==> config.mk <==
export PLATFORM = sky130hd
export DESIGN_NAME = fp_align_add
export DESIGN_NICKNAME = d
export VERILOG_FILES = /design/src/rtl/fp_add_pkg.sv /design/src/rtl/fp_operand_swap.sv /design/src/rtl/fp_align_add.sv
export SDC_FILE = /design/constraint.sdc
export NUM_CORES = 1
export LEC_CHECK = 0
export ABC_AREA = 1
export CAP_MARGIN = 10
export CORE_MARGIN = 4
export CORE_UTILIZATION = 23
export DETAILED_ROUTE_END_ITERATION = 7
export GPL_TIMING_DRIVEN = 0
export PLACE_DENSITY_LB_ADDON = 0.15
export SLEW_MARGIN = 10
export SYNTH_ARGS = -nofsm -noshare
export SYNTH_HDL_FRONTEND = slang
export SYNTH_SLANG_ARGS = --single-unit
==> constraint.sdc <==
create_clock -name clk -period 4.91 [get_ports clk]
set_input_delay 1.2275 -clock clk [delete_from_list [all_inputs] [get_ports clk]]
set_output_delay 1.2275 -clock clk [all_outputs]
set_load 0.1 [all_outputs]
==> src/rtl/fp_add_pkg.sv <==
// Shared definitions for the single-precision align/add stage.
// Holds the FSM state encoding, IEEE-754 field widths and the operand
// struct that overlays a 32-bit single-precision word.
package fp_add_pkg;

  localparam int EXP_W     = 8;
  localparam int FRAC_W    = 23;
  localparam int MANT_W    = 24;   // hidden bit + fraction
  localparam int SUM_W     = 32;
  localparam int MAX_SHIFT = 24;   // beyond this the smaller mantissa is all zeros
  localparam int CNT_W     = 5;    // holds 0..MAX_SHIFT

  typedef enum logic [1:0] {
    IDLE,
    ALIGN,
    DONE
  } state_t;

  typedef struct packed {
    logic              sign;
    logic [EXP_W-1:0]  exp;
    logic [FRAC_W-1:0] frac;
  } operand_t;

endpackage

==> src/rtl/fp_operand_swap.sv <==
// Combinational magnitude compare and swap.
// Orders two single-precision operands by {exp, frac}; on a tie operand a
// is taken as the larger. Produces the larger operand's sign and exponent,
// both 24-bit mantissas (hidden bit set for non-zero exponents) and the
// alignment shift count clamped to MAX_SHIFT.
//   a, b    : operands
//   l_sign  : sign of the larger-magnitude operand
//   l_exp   : exponent of the larger-magnitude operand
//   l_mant  : mantissa of the larger-magnitude operand
//   s_mant  : mantissa of the smaller-magnitude operand (unshifted)
//   shift   : min(l_exp - s_exp, MAX_SHIFT)
module fp_operand_swap
  import fp_add_pkg::*;
(
  input  logic [31:0]       a,
  input  logic [31:0]       b,
  output logic              l_sign,
  output logic [EXP_W-1:0]  l_exp,
  output logic [MANT_W-1:0] l_mant,
  output logic [MANT_W-1:0] s_mant,
  output logic [CNT_W-1:0]  shift
);

  operand_t         op_a, op_b, op_l, op_s;
  logic [EXP_W-1:0] exp_diff;

  assign op_a = a;
  assign op_b = b;

  // NOTE: every output of a combinational block gets a default first, so no
  // path leaves a signal unassigned and no latch is inferred.
  always_comb begin
    op_l = op_a;
    op_s = op_b;
    if ({op_b.exp, op_b.frac} > {op_a.exp, op_a.frac}) begin
      op_l = op_b;
      op_s = op_a;
    end
    // L >= S on {exp, frac}, so the exponent difference cannot go negative.
    exp_diff = op_l.exp - op_s.exp;
    shift    = (exp_diff > EXP_W'(MAX_SHIFT)) ? CNT_W'(MAX_SHIFT)
                                              : exp_diff[CNT_W-1:0];
    l_sign   = op_l.sign;
    l_exp    = op_l.exp;
    // Denormals (exp == 0) simply carry a zero hidden bit.
    l_mant   = {op_l.exp != '0, op_l.frac};
    s_mant   = {op_s.exp != '0, op_s.frac};
  end

endmodule

==> src/rtl/fp_align_add.sv <==
// Operand-alignment and mantissa add/subtract stage of the single-precision
// adder, feeding the normalization stage.
// Accepts two operands over valid/ready, shifts the smaller mantissa right
// one bit per clock until aligned, then adds or subtracts the mantissas.
//   clk, rst    : clock, synchronous active-high reset
//   a, b        : operands (in_valid / in_ready handshake)
//   sum         : raw mantissa result, bit 24 carry, bit 23 hidden, 22:0 fraction
//   e1          : exponent of the larger-magnitude operand
//   flag        : 0 = effective add, 1 = effective subtract
//   sign        : result sign
//   out_valid / out_ready : result handshake
module fp_align_add
  import fp_add_pkg::*;
(
  input  logic              clk,
  input  logic              rst,
  input  logic [31:0]       a,
  input  logic [31:0]       b,
  input  logic              in_valid,
  output logic              in_ready,
  output logic [SUM_W-1:0]  sum,
  output logic [EXP_W-1:0]  e1,
  output logic              flag,
  output logic              sign,
  output logic              out_valid,
  input  logic              out_ready
);

  state_t            state;
  logic [CNT_W-1:0]  cnt;
  logic [MANT_W-1:0] m_l, m_s;
  logic [EXP_W-1:0]  e_l;

  logic              sw_sign;
  logic [EXP_W-1:0]  sw_exp;
  logic [MANT_W-1:0] sw_l_mant, sw_s_mant;
  logic [CNT_W-1:0]  sw_shift;
  logic [MANT_W:0]   mant_res;

  fp_operand_swap u_swap (
    .a      (a),
    .b      (b),
    .l_sign (sw_sign),
    .l_exp  (sw_exp),
    .l_mant (sw_l_mant),
    .s_mant (sw_s_mant),
    .shift  (sw_shift)
  );

  // Subtraction never underflows because the larger magnitude is always m_l.
  always_comb begin
    mant_res = flag ? ({1'b0, m_l} - {1'b0, m_s})
                    : ({1'b0, m_l} + {1'b0, m_s});
  end

  // Both handshake outputs decode directly from the state register.
  assign in_ready  = (state == IDLE);
  assign out_valid = (state == DONE);

  // NOTE: sequential state uses non-blocking assignments so every register
  // samples pre-edge values and simulation matches the synthesized flops.
  always_ff @(posedge clk) begin
    if (rst) begin
      state <= IDLE;
      cnt   <= '0;
      m_l   <= '0;
      m_s   <= '0;
      e_l   <= '0;
      sum   <= '0;
      e1    <= '0;
      flag  <= 1'b0;
      sign  <= 1'b0;
    end else begin
      case (state)
        IDLE: begin
          if (in_valid) begin
            m_l   <= sw_l_mant;
            m_s   <= sw_s_mant;
            e_l   <= sw_exp;
            cnt   <= sw_shift;
            sign  <= sw_sign;
            flag  <= a[31] ^ b[31];
            state <= ALIGN;
          end
        end
        ALIGN: begin
          if (cnt != '0) begin
            // Bits shifted out are discarded: no guard/round/sticky.
            m_s <= m_s >> 1;
            cnt <= cnt - CNT_W'(1);
          end else begin
            sum   <= {{(SUM_W-MANT_W-1){1'b0}}, mant_res};
            e1    <= e_l;
            // A result whose low 24 bits are all zero is reported positive.
            if (mant_res[MANT_W-1:0] == '0) sign <= 1'b0;
            state <= DONE;
          end
        end
        DONE: begin
          if (out_ready) state <= IDLE;
        end
        default: state <= IDLE;
      endcase
    end
  end

endmodule
==> metrics.cfg <==
[global_route]
grt_use_total=0.149
antenna_found_initial=0
busiest_layer=met2
grtUsageMet2=0.240
grt_start_max_net_pins=18
grt_overflow=0
gr-usage-met3=0.0162
grt_pass1_vias=7303
gr-usage-met1=0.210
grt_pass1_wl_um=41900

[timing]
post-route-period-util=0.908
skew_ns=0.00933
max_freq_mhz=224
rsz0062_at_grt=no
setup_viol=0
slew_headroom=0.326
worst_pin_slew_ns=1.01
layout_min_cycle_time_ns=4.46
tns_ns=0
slew_violations=0
final_hold_viol_count=0

[detailed_routing]
routedWlPerCell_um=15.6
drc_errors=0
drt_pass1_iterations=4
ant_nets=0
num_vias=7777
routed_wl_um=27400
routed_via_density=4.44
first_iter_violations=427

[clocking]
cts_root_buffer=clkbuf_16
clkSlewWorstSetupHoldPaths_ns=0.08
cts_sinks=98
clockBufferDepth=2
tritoncts=built
post_cts_buffers=0
cts_buffers=9
clock_latency_ns=0.36
h-tree-depth=3

[floorplanning]
boundaryPins=112
die_x_um=189
placementRows=66
coreArea_um2=32500
initial_utilization=0.233
dieArea_um2=35900
fp.dieH_um=189

[layout]
synthToLayoutAreaGrowth_pct=25.6
finish.instance_area_um2=9510
multi_input_area_um2=4720
nets=1433
fillers=3688
drive_above_1_share=0.0412
n_antenna_cell=0
seqCellArea_um2=1960

[logic_synthesis]
avgSynthCellArea_um2=6.38
synthXorXnorAreaFrac=0.0509
synth_fa_ha_area_frac=0.0985
synth-async-reset-ratio=0
synthSimpleGateAreaFrac=0.249
synth_top_family_by_area=simple AND/OR/NAND/NOR gates
synthDistinctLibCells=44
ys_seq_area_frac=0.259
ys.flop_type=dfxtp_1
synth_warnings=0
synth_compound_area_frac=0.222
syn_area_um2=7570
synth_top_area_frac=0.259
synth_edf_count=0
synthMuxAreaShare=0
syn_inst=1186
synth-seq-cells=98
ys_top_cells_by_area=dfxtp_1 (26%), nand2_1 (13%), ha_1 (9.6%), a21oi_1 (9.0%), inv_1 (8.2%)
yosys.area.top_type=dfxtp_1

[setup_path]
cp.required_ns=5.16
crit_path_end_kind=flop
startpoint_type=flop
critPathMaxFanout=5
slowest_stage=ha_1
worstSetupPathType=flop to flop
crit_arrival_ns=4.71
slowest_delay_ns=0.37
rrSetupSlack_ns=0.45

[power]
power.static_leakage_nw=4.49
power_density_nw_per_um2=452
ir_drop_mv=0.164

[placed_design]
dp_hpwl_um=22800
place_congestion=0.829
placed_area_um2=9180
port_buffers=103

[job]
maxCapViolCount=0

[min_path]
hold_class=flop to flop

[run_status]
status=complete, no violations

[layer usage]
metal  part of all wire  vias to the layer above
met5                  0                        -
met4              0.020                        0
met3              0.032                       25
met2               0.45                      151
met1               0.50                     3490
li1                   -                     4111
[through the flow]
step | worst slack [ns] | utilization | hold slack, ns | total power [W] | cells
2_1_floorplan | 1.22 | - | 0.445 | 0.00277 | 1192
6_report | 0.454 | 0.292 | 0.469 | 0.00430 | 1753
5_1_grt | 0.0119 | 0.292 | 0.487 | 0.00462 | 1753
4_1_cts | 0.279 | 0.292 | 0.471 | 0.00434 | 1753
3_5_place_dp | 0.277 | 0.282 | 0.459 | 0.00352 | 1737
3_3_place_gp | 0.333 | 0.282 | 0.452 | 0.00352 | 1737
[worst max-delay path, delay by kind of cell (launching register included)]
| family | cells | cell delay [ns] |
|---|---|---|
| fa+ha+maj | 2 | 0.52 |
| xor+xnor | 2 | 0.45 |
| compound gates | 2 | 0.35 |
| simple gates | 19 | 2.25 |
| buf+inv | 6 | 0.45 |
| flops | 1 | 0.34 |
[cells in the final DEF, fill, tap and decap left out, drive strengths merged, types with 3 or more instances in the layout]
| master | count |
|---|---|
| o21bai | 16 |
| clkbuf | 52 |
| nand4 | 14 |
| ha | 58 |
| o211ai | 11 |
| conb | 7 |
| nor3 | 13 |
| clkdlybuf4s50 | 103 |
| o21ai | 120 |
| a21oi | 137 |
| nand2 | 262 |
| nand3 | 45 |
| nor2 | 107 |
| dfxtp | 98 |
| o221ai | 8 |
| inv | 172 |
| buf | 14 |
| xnor2 | 10 |
| a21o | 4 |
| nand3b | 3 |
| xor2 | 34 |
| clkinv | 5 |
[worst paths after layout]
path | start | to | depth (start not counted)
max | m_s[1] | sign | 31
min | m_l[0] | m_l[0] | 2
max reg2reg | m_s[1] | sign | 31
min reg2reg | m_l[0] | m_l[0] | 2
[Yosys cell counts, drive strengths merged (2+ instances only)]
| cell | number |
|---|---|
| dfxtp | 98 |
| or2 | 2 |
| nand4 | 14 |
| o211ai | 11 |
| o21a | 2 |
| o31ai | 2 |
| nor3 | 13 |
| buf | 14 |
| xnor2 | 10 |
| a21oi | 137 |
| o221ai | 8 |
| a21o | 4 |
| inv | 170 |
| nor4 | 2 |
| o21ai | 120 |
| nand2 | 262 |
| ha | 58 |
| clkbuf | 43 |
| nand3 | 45 |
| clkinv | 2 |
| xor2 | 34 |
| a211oi | 2 |
| o21bai | 16 |
| nor2 | 107 |
| nand3b | 3 |
[area by class of cell]
type | count | area share
multi-input combinational | 865 | 0.497
sequential | 98 | 0.206
buffer | 57 | 0.0280
clock inverter | 7 | 0.0105
inverter | 172 | 0.0679
tap | 442 | 0.0582
clock buffer | 9 | 0.0237
timing repair buffer | 103 | 0.108
[timing repair]
item	in CTS	in global routing
setup endpoints to repair	0	1
gates resized for setup	0	1
hold buffers	0	0
[power breakdown]
part	leakage, nW	total, W	internal, W	switching, W
Combinational	3.53	0.00246	0.000747	0.00171
Clock	0.160	0.000801	0.000452	0.000349
Sequential	0.805	0.00104	0.000927	0.000110
Total	4.49	0.00430	0.00213	0.00217
[kinds of logic after synthesis]
group                    Yosys count
AND/OR/NAND/NOR                  448
AO/OA/AOI/OAI                    307
buffers and inverters            229
flip-flops                        98
adder cells (fa/ha/maj)           59
XOR/XNOR                          44
other                              1
[flip-flops by register name, indices dropped and copies added (netlist names)]
signal and count:
cnt 5, e1 8, e_l 8, flag 1
m_l 24, m_s 24, sign 1, state 2
sum 25
Power figures use the tool's default switching activity.
